===== src/rtl/amp_pwr_mgr.sv =====
// Power-sequencing and fault manager for NUM_AMPS class-D amplifier channels.
// Each channel has a shutdown hold, a debounced fault input, bounded retries and a latch-off state.
module amp_pwr_mgr #(
   parameter int NUM_AMPS  = 2,
   parameter int HOLD_CYC  = 250000,
   parameter int DEB_CYC   = 16,
   parameter int MAX_RETRY = 3,
   parameter int OK_CYC    = 50000000
) (
   input  logic                clk,
   input  logic                rst_n,
   input  logic [NUM_AMPS-1:0] Flt_n,
   input  logic                clr_latch,
   output logic [NUM_AMPS-1:0] sht_dwn,
   output logic [NUM_AMPS-1:0] amp_ok,
   output logic [NUM_AMPS-1:0] latched,
   output logic [NUM_AMPS-1:0] fault_evt,
   output logic                mute
);

   localparam int TMR_MAX = (HOLD_CYC > OK_CYC) ? HOLD_CYC : OK_CYC;
   localparam int TW      = $clog2(TMR_MAX + 1);
   localparam int DW      = $clog2(DEB_CYC + 1);
   localparam int RW      = $clog2(MAX_RETRY + 1);

   localparam logic [TW-1:0] HOLD_END  = TW'(HOLD_CYC - 1);
   localparam logic [TW-1:0] OK_END    = TW'(OK_CYC - 1);
   localparam logic [DW-1:0] DEB_MAX   = DW'(DEB_CYC);
   localparam logic [RW-1:0] RETRY_MAX = RW'(MAX_RETRY);

   typedef enum logic [1:0] {
      S_HOLD    = 2'd0,
      S_RUN     = 2'd1,
      S_LATCHED = 2'd2
   } state_t;

   logic [NUM_AMPS-1:0] r_sync1;
   logic [NUM_AMPS-1:0] r_sync2;
   logic [NUM_AMPS-1:0] w_sht_next;
   logic [NUM_AMPS-1:0] w_ok_next;
   logic [NUM_AMPS-1:0] w_lat_next;
   logic [NUM_AMPS-1:0] w_evt_next;

   always_ff @(posedge clk or negedge rst_n) begin
      if (!rst_n) begin
         r_sync1 <= '1;
         r_sync2 <= '1;
      end else begin
         r_sync1 <= Flt_n;
         r_sync2 <= r_sync1;
      end
   end

   generate
      for (genvar gi = 0; gi < NUM_AMPS; gi++) begin : g_chan
         logic [DW-1:0] r_deb_cnt;
         logic [TW-1:0] r_tmr;
         logic [TW-1:0] w_tmr_next;
         logic [RW-1:0] r_retry;
         logic [RW-1:0] w_retry_next;
         state_t        r_state;
         state_t        w_state_next;
         logic          w_flt;
         logic          w_evt;

         assign w_flt = (r_deb_cnt == DEB_MAX);

         // Saturating low-sample counter; any synchronized high restarts the debounce.
         always_ff @(posedge clk or negedge rst_n) begin
            if (!rst_n) begin
               r_deb_cnt <= '0;
            end else if (r_sync2[gi]) begin
               r_deb_cnt <= '0;
            end else if (!w_flt) begin
               r_deb_cnt <= r_deb_cnt + 1'b1;
            end
         end

         always_ff @(posedge clk or negedge rst_n) begin
            if (!rst_n) begin
               r_state <= S_HOLD;
               r_tmr   <= '0;
               r_retry <= '0;
            end else begin
               r_state <= w_state_next;
               r_tmr   <= w_tmr_next;
               r_retry <= w_retry_next;
            end
         end

         always_comb begin
            w_state_next = r_state;
            w_tmr_next   = r_tmr;
            w_retry_next = r_retry;
            w_evt        = 1'b0;
            unique case (r_state)
               S_HOLD: begin
                  if (w_flt) begin
                     w_tmr_next = '0;
                  end else if (r_tmr == HOLD_END) begin
                     w_state_next = S_RUN;
                     w_tmr_next   = '0;
                  end else begin
                     w_tmr_next = r_tmr + 1'b1;
                  end
               end
               S_RUN: begin
                  if (w_flt) begin
                     w_evt = 1'b1;
                     if (r_retry < RETRY_MAX) begin
                        w_retry_next = r_retry + 1'b1;
                        w_state_next = S_HOLD;
                        w_tmr_next   = '0;
                     end else begin
                        w_state_next = S_LATCHED;
                     end
                  end else if (r_tmr == OK_END) begin
                     // Long clean run: forgive earlier faults, timer parks here.
                     w_retry_next = '0;
                  end else begin
                     w_tmr_next = r_tmr + 1'b1;
                  end
               end
               S_LATCHED: begin
                  if (clr_latch) begin
                     w_state_next = S_HOLD;
                     w_tmr_next   = '0;
                     w_retry_next = '0;
                  end
               end
               default: begin
                  w_state_next = S_HOLD;
                  w_tmr_next   = '0;
               end
            endcase
         end

         assign w_sht_next[gi] = (w_state_next != S_RUN);
         assign w_ok_next[gi]  = (w_state_next == S_RUN);
         assign w_lat_next[gi] = (w_state_next == S_LATCHED);
         assign w_evt_next[gi] = w_evt;
      end
   endgenerate

   // Outputs are registered copies of the next-state decode so they move on the transition edge.
   always_ff @(posedge clk or negedge rst_n) begin
      if (!rst_n) begin
         sht_dwn   <= '1;
         amp_ok    <= '0;
         latched   <= '0;
         fault_evt <= '0;
         mute      <= 1'b1;
      end else begin
         sht_dwn   <= w_sht_next;
         amp_ok    <= w_ok_next;
         latched   <= w_lat_next;
         fault_evt <= w_evt_next;
         mute      <= |w_sht_next;
      end
   end

endmodule


===== config.mk =====
export PLATFORM = sky130hd
export DESIGN_NAME = amp_pwr_mgr
export DESIGN_NICKNAME = d
export VERILOG_FILES = /design/src/rtl/amp_pwr_mgr.sv
export SDC_FILE = /design/constraint.sdc
export NUM_CORES = 1
export LEC_CHECK = 0
export ABC_AREA = 0
export CORE_AREA = 2 2 116 107
export CTS_BUF_LIST = sky130_fd_sc_hd__clkbuf_8 sky130_fd_sc_hd__clkbuf_16
export DETAILED_ROUTE_END_ITERATION = 6
export DIE_AREA = 0 0 118 109
export PLACE_DENSITY = 0.56
export RECOVER_POWER = 25
export SKIP_LAST_GASP = 1
export SLEW_MARGIN = 10
export SYNTH_ARGS = -nofsm -noshare
export SYNTH_HDL_FRONTEND = slang
export SYNTH_SLANG_ARGS = --single-unit

===== constraint.sdc =====
create_clock -name clk -period 6.9 [get_ports clk]
set_clock_uncertainty 0.15 [all_clocks]
set_input_delay 1.725 -clock clk [delete_from_list [all_inputs] [get_ports clk]]
set_output_delay 1.725 -clock clk [all_outputs]
set_load 0.02 [all_outputs]

Yosys cells after proc, flatten, opt, wreduce, memory -nomap -nowiden:

Cells that the tools add are included.

* register bits after elaboration: 83
* input bits: 5
* output and inout bits: 9
* logic and storage cells: 100

* add/subtract/negate cells: 6
* $lt $le $gt $ge: 2
* equal/unequal tests: 26
* multiplexer cells: 42
* reductions and logical operators: 9

Operators with widths (count)
* $mux 26: 11
* $pmux 26 s3: 2
* $add 26x1->26 const B: 2
* $eq 26x18->1 const B: 2
* $eq 26x26->1 const B: 2
* $mux 2: 17
* $mux 5: 4
* $ne 3x3->1 const B: 6
* $pmux 2 s3: 2
* $add 5x1->5 const B: 2
* $eq 5x5->1 const B: 2
* $eq 2x1->1 const B: 4
* $eq 2x2->1 const B: 4
* $ne 2x2->1 const B: 4
* $pmux 2 s2: 2
* $reduce_and 4->1: 2
* $reduce_and 3->1: 2
* $add 2x1->2 const B: 2
* $logic_not 2->1: 2
* $lt 2x2->1 const B: 2
* $mux 1: 4
* $ne 2x1->1 const B: 2
* $reduce_bool 2->1: 2
* $reduce_or 2->1: 1

Logic depth before layout (Yosys ltp):

Gate-level depths: netlist (run 1).

* depth after elaboration: 6
* depth in mapped cells: 9
* mapped depth without buffers: 8

Least setup slack after synthesis (run 1):

No wires, ideal clock.

* path type: input to register
* from: in clr_latch
* to: reg g_chan[1].r_tmr[19]
* setup time: 0.126 ns
* data arrival time: 2.934 ns
* data required time: 6.624 ns
* path slack: 3.689 ns
* stages on the path: 6
* path buffers: 2
* cell sequence: nor2b_1 or3_1 and2_1 buf_2 buf_2 a221o_1

* cells in the longest elaborated chain, start to end: 2

Ends and longest elaborated chain
* start: declaration: RTL line 13 `input logic clr_latch,`
* $ne 2x2->1 (no source line)
* $reduce_and 3->1 (no source line)
* end signal: assignment: RTL line 86 `r_tmr <= w_tmr_next;`
* end: declaration: RTL line 57 `logic [TW-1:0] r_tmr;`

No other way between the ends.
A chain may end at the register's enable or synchronous reset.

Worst setup path after layout (run 1):

* from: in clr_latch
* to: reg g_chan[0].r_tmr[24]

* cells in the longest elaborated chain, start to end: 2

Ends and longest elaborated chain (RTL line)
* $ne 2x2->1 (no source line)
* $reduce_and 3->1 (no source line)
* end signal: assignment: 86
* end: declaration: 57

No other way between the ends.

==> results.yml, run 1 <==
status:
  outcome: "finished clean"
yosys:
  synth_top_family_by_area: "simple AND/OR/NAND/NOR gates"
  synthTopCellsByArea: "dfrtp_1 42%, dfstp_2 4.0%, and3_1 4.0%"
  ys_seq_area_share_pct: 45.76
  synthCells: 461
  ys_warn_count: 0
  muxShareOfSynthArea_pct: 2.031
  synth_seq_cells: 83
  yosysUniqueCellTypes: 70
  syn_nets: 474
  synthSimpleGateAreaFrac_pct: 27.72
  synthXorXnorAreaFrac_pct: 1.537
  async_flop_share_pct: 100.0
  synth_ff_type: "dfrtp_1"
  syn_area_per_cell_um2: 9.887
  synth_top_area_share_pct: 41.72
  synthAdderAreaFrac_pct: 2.196
  synth-compound-area-share_pct: 17.29
  yosys.area.top_type: "dfrtp_1"
  synth_edf_count: 0
  synth_area_um2: 4558
drt:
  drtIter0Drc: 310
  wirelength_um: 10470
  viasPerCell: 5.813
  ant_nets: 0
  vias: 3691
  wl_per_cell_um: 16.49
  first_pass_iters: 5
  drc_errors: 0
sta:
  hold_violations: 0
  hold_ws_ps: 206.0
  setup_viol: 0
  finalSetupTns_ps: 0
  rsz0062_at_grt: "no"
  fin_ws_ps: 3191
  period_needed_ps: 3709
  tightest_slew_ps: 1062
  slew_violations: 0
  min_period_over_period_pct: 53.75
  max_slew_margin_pct: 29.21
  max_freq_mhz: 269.6
setup_path:
  cp.arrival_ps: 3820
  reg2reg_slack_ps: 4030
  crit_chain: "clkdlybuf4s50_1, nor3b_2, buf_4, nor4_4, o211ai_2, or4_1, a21oi_1"
  cp_top_family: "simple AND/OR/NAND/NOR gates"
  cp_max_fo: 14
  cp.buffers_inverters: 2
  setup.worst_path.start: "clr_latch"
  slowest_stage: "clkdlybuf4s50_1"
  critPathCaptureType: "register"
  required_ps: 7010
  r2r_cells: 5
  cp-start-kind: "input port"
  crit_type: "in -> reg"
  r2r-start: "g_chan[1].r_tmr[7]"
  r2r_end: "g_chan[1].r_tmr[1]"
  cpPeakStageDelay_ps: 540
grt:
  grt_usage_pct: 17.64
  antenna_found_initial: 0
  grt.overflow.total: 0
  grt_pass1_wl_um: 17890
  grt_pass1_vias: 3462
  grt_start_max_net_pins: 84
placement:
  place_congestion: 0.7878
  place_area_um2: 4822
  pre_cts_ws_ps: 2848
  dp.cells: 620
  dp_hpwl_um: 7126
  portBuffers: 13
worst_hold_path:
  hp-start: "r_sync1[1]"
  hp-class: "reg -> reg"
  whs_path_depth: 0
  min_to: "r_sync2[1]"
finish:
  multiInputGateArea_um2: 2315
  stdcell_count: 635
  final_common_cell: "dfrtp_1"
  fillers: 1122
  diodes: 0
  fin_area_um2: 5094
  final_util_pct: 43.37
  area_growth_pct: 11.75
  regArea_um2: 2086
  final_cell_mix: "76 x dfrtp_1, 32 x nand3_1, 32 x nor2_1, 31 x nand2_1"
  drive_gt1_share_pct: 8.211
  layout.nets: 484
floorplanning:
  num_rows: 38
  core_area_um2: 11740
  dieHeight_um: 109
  ios: 14
  die_x_um: 118
  die_area_um2: 12860
  initial_core_util_pct: 38.81
power:
  p_int_mw: 0.7879
  p_leak_nw: 2.272
  p_per_area_nw_per_um2: 202.7
  pwr-share-comb_pct: 5.4
  p_sw_share_pct: 23.67
  p_sw_mw: 0.2444
  finalPower_mw: 1.032
  sequentialPowerShare_pct: 51.2
  clockPowerShare_pct: 43.4
  ir_worst_vdd_mv: 0.1134
clocking:
  tritoncts: "built"
  cts.htree.levels: 3
  cts-resized-gates: 0
  worstSkewPairLatency_ps: 350
  clkTransAtPathRegs_ps: 60
  post_cts_buffers: 0
  cts_buffer_depth: 2
  cts_sinks: 83
  cts_root_buf: "clkbuf_16"
  hold_buffers: 0
  cts_buffers: 9
flow_run:
  drv_cap: 0
-- cells in the mapped netlist (3+ instances only) --
cell	number
nor3b_1	3
inv_1	19
ha_1	8
o211ai_1	3
nor2_1	32
a221oi_1	4
and4_1	4
nor4_1	8
nand4_1	15
buf_2	9
xor2_1	7
nor4b_1	3
a21oi_1	12
nor3_1	29
nand4bb_1	3
and2_1	4
nor2b_1	3
nand4b_1	3
or3_1	7
or4_1	3
dfstp_2	7
nand2_1	31
clkbuf_1	6
a21o_1	5
a211o_1	16
o21a_1	4
a221o_1	11
mux2i_1	7
o21ai_0	8
dfrtp_1	76
and3_1	29
nand3_1	32
o22ai_1	3
-- area by class of cell --
type                    count  share of cell area (%)
flip-flops and latches     83                   40.95
repair buffers             16                   2.948
multi-input cells         342                   45.44
well taps                 160                   3.930
clock inverters             4                  0.3685
clock buffers              11                   4.962
inverters                  19                   1.400
-- registers in the layout, indices dropped and copies added (netlist names) --
signal,cells
latched,2
r_sync2,2
r_sync1,2
g_chan.r_tmr,52
sht_dwn,2
amp_ok,2
g_chan.r_state,4
g_chan.r_deb_cnt,10
g_chan.r_retry,4
mute,1
fault_evt,2
-- worst max-delay path by stage --
| stage | endpoint | cells after the start |
|---|---|---|
| after CTS | g_chan[0].r_tmr[24] | 7 |
| after global routing | g_chan[0].r_tmr[24] | 7 |
| after detailed placement | g_chan[0].r_tmr[24] | 7 |
| after floorplan | g_chan[1].r_tmr[19] | 6 |
| after global placement | g_chan[0].r_tmr[24] | 7 |
| final | g_chan[0].r_tmr[24] | 7 |
-- worst reg2reg max path, delay by kind of cell, from the launching register on --
family | cells | cell delay, ps
flip-flops | 1 | 470
AO/OA/AOI/OAI | 2 | 520
AND/OR/NAND/NOR | 3 | 1580
-- power by group through the flow --
stage                     Sequential [mW]  Clock (mW)  Combinational [mW]
after CTS                           0.528       0.464              0.0574
after global placement              0.536           0              0.0544
final                               0.528       0.448              0.0559
after global routing                0.532       0.488              0.0636
after floorplan                     0.527           0              0.0432
after detailed placement            0.537           0              0.0569
-- routing by layer --
layer	vias up	global-route usage (%)	wire [um]
met3	6	6.067	478
met2	72	25.91	4629
met4	0	5.077	80
met1	1836	24.66	5280
met5	-	0	0
li1	1777	-	-
-- cells by family after synthesis --
| family | after synthesis |
|---|---|
| and+or+nand+nor | 223 |
| adders and majority gates | 8 |
| xor gates and xnor gates | 8 |
| DFF | 83 |
| buffers and inverters | 36 |
| muxes | 9 |
| AOI/OAI and AO/OA | 94 |
(Power assumes the default switching activity.)
==> inputs of run 2 (changes only) <==
- PLACE_DENSITY: 0.56 -> 0.58
- clock period: 6.9 -> 3.4 ns (I/O delays scaled with it)
==> run 2 against run 1 <==
Sequential power is 100% higher. Critical endpoint is now g_chan[1].r_tmr[21]. Hold slack better by 0.98 ps. Critical path type is now reg -> reg. Worst setup slack worse by 2900 ps. Combinational power is 110% higher. Via count is 1.7% higher. Sequential cell count is the same. Die area unchanged.
==> results.yml, run 2 (synthesized netlist as in run 1, its figures left out) <==
status:
  outcome: "finished clean"
sta:
  max_freq_mhz: 320.4
  hold_ws_ps: 207.0
  slew_violations: 0
  min_period_over_period_pct: 91.79
  rsz0062_at_grt: "no"
  max_slew_margin_pct: 2.487
  hold_violations: 0
  period_needed_ps: 3121
  setup_viol: 0
  tightest_slew_ps: 1463
  finalSetupTns_ps: 0
grt:
  grt_start_max_net_pins: 56
  grt_pass1_vias: 3475
  antenna_found_initial: 0
  grt.overflow.total: 0
  grt_usage_pct: 17.92
  grt_pass1_wl_um: 18220
drt:
  vias: 3755
  wirelength_um: 10920
  ant_nets: 0
  drc_errors: 0
  first_pass_iters: 4
  wl_per_cell_um: 17.07
  viasPerCell: 5.867
  drtIter0Drc: 347
clocking:
  hold_buffers: 0
  clkTransAtPathRegs_ps: 60
  cts-resized-gates: 0
  cts_buffers: 9
  cts_sinks: 83
  cts_buffer_depth: 2
  post_cts_buffers: 0
  worstSkewPairLatency_ps: 360
  tritoncts: "built"
  cts_root_buf: "clkbuf_16"
  cts.htree.levels: 3
finish:
  reg.largest.list: "g_chan.r_tmr x52, g_chan.r_deb_cnt x10"
  largest_register: "g_chan.r_tmr"
  drive_gt1_share_pct: 9.167
  stdcell_count: 640
  area_growth_pct: 13.18
  diodes: 0
  final_util_pct: 43.93
  final_common_cell: "dfrtp_1"
  layout.nets: 488
  largest_reg_flops: 52
  final_cell_mix: "76 x dfrtp_1, 32 x nand3_1, 32 x nor2_1, 31 x nand2_1"
floorplanning:
  initial_core_util_pct: 38.81
  dieHeight_um: 109
  num_rows: 38
  die_x_um: 118
  core_area_um2: 11740
  ios: 14
  die_area_um2: 12860
setup_path:
  cp_top_family: "compound AO/OA/AOI/OAI gates"
  critPathCaptureType: "register"
  cp-start-kind: "register"
  cp.arrival_ps: 3200
  r2r_end: "g_chan[1].r_tmr[21]"
  slowest_stage: "o31ai_2"
  reg2reg_slack_ps: 280
  crit_type: "reg -> reg"
  r2r-start: "g_chan[1].r_tmr[20]"
  cpPeakStageDelay_ps: 970
  required_ps: 3480
  r2r_cells: 5
  cp.buffers_inverters: 0
  crit_chain: "nor4_1, nand4_1, o31ai_2, a31oi_1, a221o_1"
  cp_max_fo: 15
worst_hold_path:
  hp-start: "r_sync1[0]"
  hp-class: "reg -> reg"
  whs_path_depth: 0
  min_to: "r_sync2[0]"
power:
  p_sw_share_pct: 24.78
  finalPower_mw: 2.187
  ir_worst_vdd_mv: 0.2340
  sequentialPowerShare_pct: 49.1
  p_per_area_nw_per_um2: 424.0
  clockPowerShare_pct: 45.6
  p_sw_mw: 0.5419
  p_int_mw: 1.645
  p_leak_nw: 2.295
  pwr-share-comb_pct: 5.4
flow_run:
  drv_cap: 0
placement:
  dp.cells: 624
  place_congestion: 0.8665
  portBuffers: 13
  dp_hpwl_um: 7381
==> run 2: cell count changes in the layout (fill, tap and decap cells not counted), sizes merged <==
cell      previous run  this run
clkinvlp             0         2
bufinv               0         1
buf                  4         7
clkbuf              11        10
==> run 2: stage by stage <==
step	setup WS (ps)	instance area (um2)
floorplan	1011	4558
global placement	352.3	4865
detailed placement	303.9	4865
CTS	312.3	5161
global route	168.0	5159
finish	279.3	5159
==> run 2: worst max path at each step <==
stage	startpoint	endpoint	slack (ps)	cells after the start
detailed placement	clr_latch	g_chan[1].r_tmr[25]	300	5
global route	g_chan[1].r_tmr[8]	g_chan[1].r_tmr[15]	170	5
floorplan	g_chan[1].r_tmr[0]	g_chan[1].r_tmr[19]	1010	9
finish	g_chan[1].r_tmr[20]	g_chan[1].r_tmr[21]	280	5
global placement	clr_latch	g_chan[1].r_tmr[9]	350	5
CTS	g_chan[1].r_tmr[20]	g_chan[1].r_tmr[15]	310	5
==> run 2: power groups by stage <==
stage	registers (mW)	logic, mW	clock network, mW
3_3_place_gp	1.09	0.115	0
4_1_cts	1.07	0.120	1.02
3_5_place_dp	1.09	0.120	0
5_1_grt	1.08	0.133	1.07
2_1_floorplan	1.07	0.0876	0
6_report	1.07	0.117	0.997
==> run 2: final cells by class <==
type	count	area, um2
timing repair buffer	20	190.2
multi-input combinational	342	2315
fill	1121	6585
sequential	83	2086
inverter	19	71.32
tap	160	200.2
clock buffer	9	225.2
clock inverter	7	71.32
==> run 2: routing by layer <==
| metal | track usage (%) | up-vias | wire [um] |
|---|---|---|---|
| met5 | 0 | - | 0 |
| met4 | 5.594 | 0 | 132 |
| met3 | 5.805 | 12 | 578 |
| met2 | 26.41 | 71 | 4728 |
| met1 | 25.08 | 1876 | 5484 |
| li1 | - | 1796 | - |
==> inputs of run 3 (changes only) <==
- CORE_AREA: 2 2 116 107 -> 10 10 141 130
- DIE_AREA: 0 0 118 109 -> 0 0 151 140
- PLACE_DENSITY: 0.58 -> 0.47
==> run 3 against run 2 <==
The run now ends with max-capacitance violations, max-slew violations left. Global-route usage is 6.9 points lower. Hold slack worse by 1.5 ps. Final cell count is 6.7% higher. Die area is 64% higher. Routed wire length is 3.1% higher. Combinational power hardly changed. Via count is 2.0% lower. Register-to-register slack better by 280 ps. Utilization is 9.4 points lower. Worst setup slack better by 280 ps. First-iteration DRC count is 46% lower. Critical path depth stayed put. Critical endpoint is now g_chan[1].r_tmr[1]. Highest routed layer unchanged.
==> results.yml, run 3 (synthesized netlist as in run 1, its figures left out) <==
drt:
  drtIter0Drc: 188
  wirelength_um: 11260
  ant_nets: 0
  dr_wl_met2_um: 5087
  first_pass_iters: 4
  drc_errors: 0
  wl_met3_um: 372
  viasPerCell: 5.389
  wl_per_cell_um: 16.49
  top_layer: "met4"
  wl_met1_um: 5646
  vias: 3681
clocking:
  cts_buffers: 9
  cts_root_buf: "clkbuf_16"
  tritoncts: "built"
  worstSkewPairLatency_ps: 350
  cts_sinks: 83
  cts.htree.levels: 3
  cts_buffer_depth: 2
  post_cts_buffers: 0
  clkTransAtPathRegs_ps: 70
  hold_buffers: 0
  cts-resized-gates: 0
finish:
  largest_register: "g_chan.r_tmr"
  layout.nets: 489
  final_common_cell: "dfrtp_1"
  fillers: 1554
  fin_area_um2: 5281
  final_cell_mix: "76 x dfrtp_1, 32 x nand3_1, 32 x nor2_1, 31 x nand2_1"
  reg.largest.list: "g_chan.r_tmr x52, g_chan.r_deb_cnt x10"
  area_growth_pct: 15.87
  drive_gt1_share_pct: 9.356
  stdcell_count: 683
  final_util_pct: 34.56
  regArea_um2: 2086
  largest_reg_flops: 52
  diodes: 0
  multiInputGateArea_um2: 2315
floorplanning:
  initial_core_util_pct: 29.83
  dieHeight_um: 140
  ios: 14
  die_area_um2: 21140
  core_area_um2: 15280
  die_x_um: 151
  num_rows: 43
flow_run:
  drv_cap: 1
sta:
  slew_violations: 38
  finalSetupTns_ps: 0
  max_freq_mhz: 352.0
  hold_ws_ps: 205.6
  hold_violations: 0
  period_needed_ps: 2841
  rsz0062_at_grt: "no"
  min_period_over_period_pct: 83.55
  max_slew_margin_pct: -49.49
  tightest_slew_ps: 2242
  fin_ws_ps: 559.3
  setup_viol: 0
grt:
  grt_usage_pct: 10.99
  grt_pass1_vias: 3541
  grt_start_max_net_pins: 47
  antenna_found_initial: 0
  grt.overflow.total: 0
  grt_pass1_wl_um: 18840
setup_path:
  cp-start-kind: "register"
  cpPeakStageDelay_ps: 780
  setup.worst_path.start: "g_chan[1].r_tmr[7]"
  r2r-start: "g_chan[1].r_tmr[7]"
  critPathCaptureType: "register"
  crit_type: "reg -> reg"
  cp.arrival_ps: 2880
  slowest_stage: "and2_1"
  cp_max_fo: 24
  required_ps: 3440
  crit_chain: "or4bb_1, nor3_1, a311o_1, and2_1, o21ai_0"
placement:
  place_area_um2: 4925
  portBuffers: 13
  place_congestion: 0.7936
  dp_hpwl_um: 7912
  pre_cts_ws_ps: 229.2
  dp.cells: 667
power:
  p_per_area_nw_per_um2: 449.0
  p_leak_nw: 2.331
  finalPower_mw: 2.371
  ir_worst_vdd_mv: 0.2410
status:
  violations: "max-capacitance violations, max-slew violations"
  outcome: "finished, violations left"
worst_hold_path:
  hp-start: "r_sync1[1]"
  hp-class: "reg -> reg"
## run 3: worst paths after layout
kind	slack, ps	endpoint	cells after the start
worst max-delay path	560	g_chan[1].r_tmr[1]	5
worst min-delay path	210	r_sync2[1]	0
worst max register to register	560	g_chan[1].r_tmr[1]	5
worst min register to register	210	r_sync2[1]	0
max in group asynchronous	790	g_chan[0].r_tmr[23]	1
min in group asynchronous	1000	g_chan[1].r_tmr[4]	1
## run 3: routing by layer
| layer | track usage, % | vias up |
|---|---|---|
| met5 | 0 | - |
| met2 | 16.26 | 46 |
| met3 | 2.576 | 11 |
| met4 | 3.797 | 0 |
| met1 | 15.25 | 1827 |
| li1 | - | 1797 |
## run 3: layout make-up
cell class | instances | share of cell area, %
clock buffer | 11 | 4.786
clock inverter | 5 | 2.037
inverter | 19 | 1.350
multi-input combinational | 342 | 43.83
sequential | 83 | 39.49
tap | 202 | 4.786
timing repair buffer | 21 | 3.719
## run 3: report_power, final
group | total (mW) | internal (mW) | leakage (nW) | switching [mW]
logic | 0.116 | 0.0554 | 1.11 | 0.0607
clock network | 1.18 | 0.762 | 0.176 | 0.421
registers | 1.07 | 1.02 | 1.04 | 0.0505
total | 2.37 | 1.84 | 2.33 | 0.532
## run 3: critical path, delay by kind of cell (launching register included)
| family | cells | cell delay [ps] |
|---|---|---|
| compound gates | 2 | 500 |
| flops | 1 | 460 |
| simple gates | 3 | 1570 |
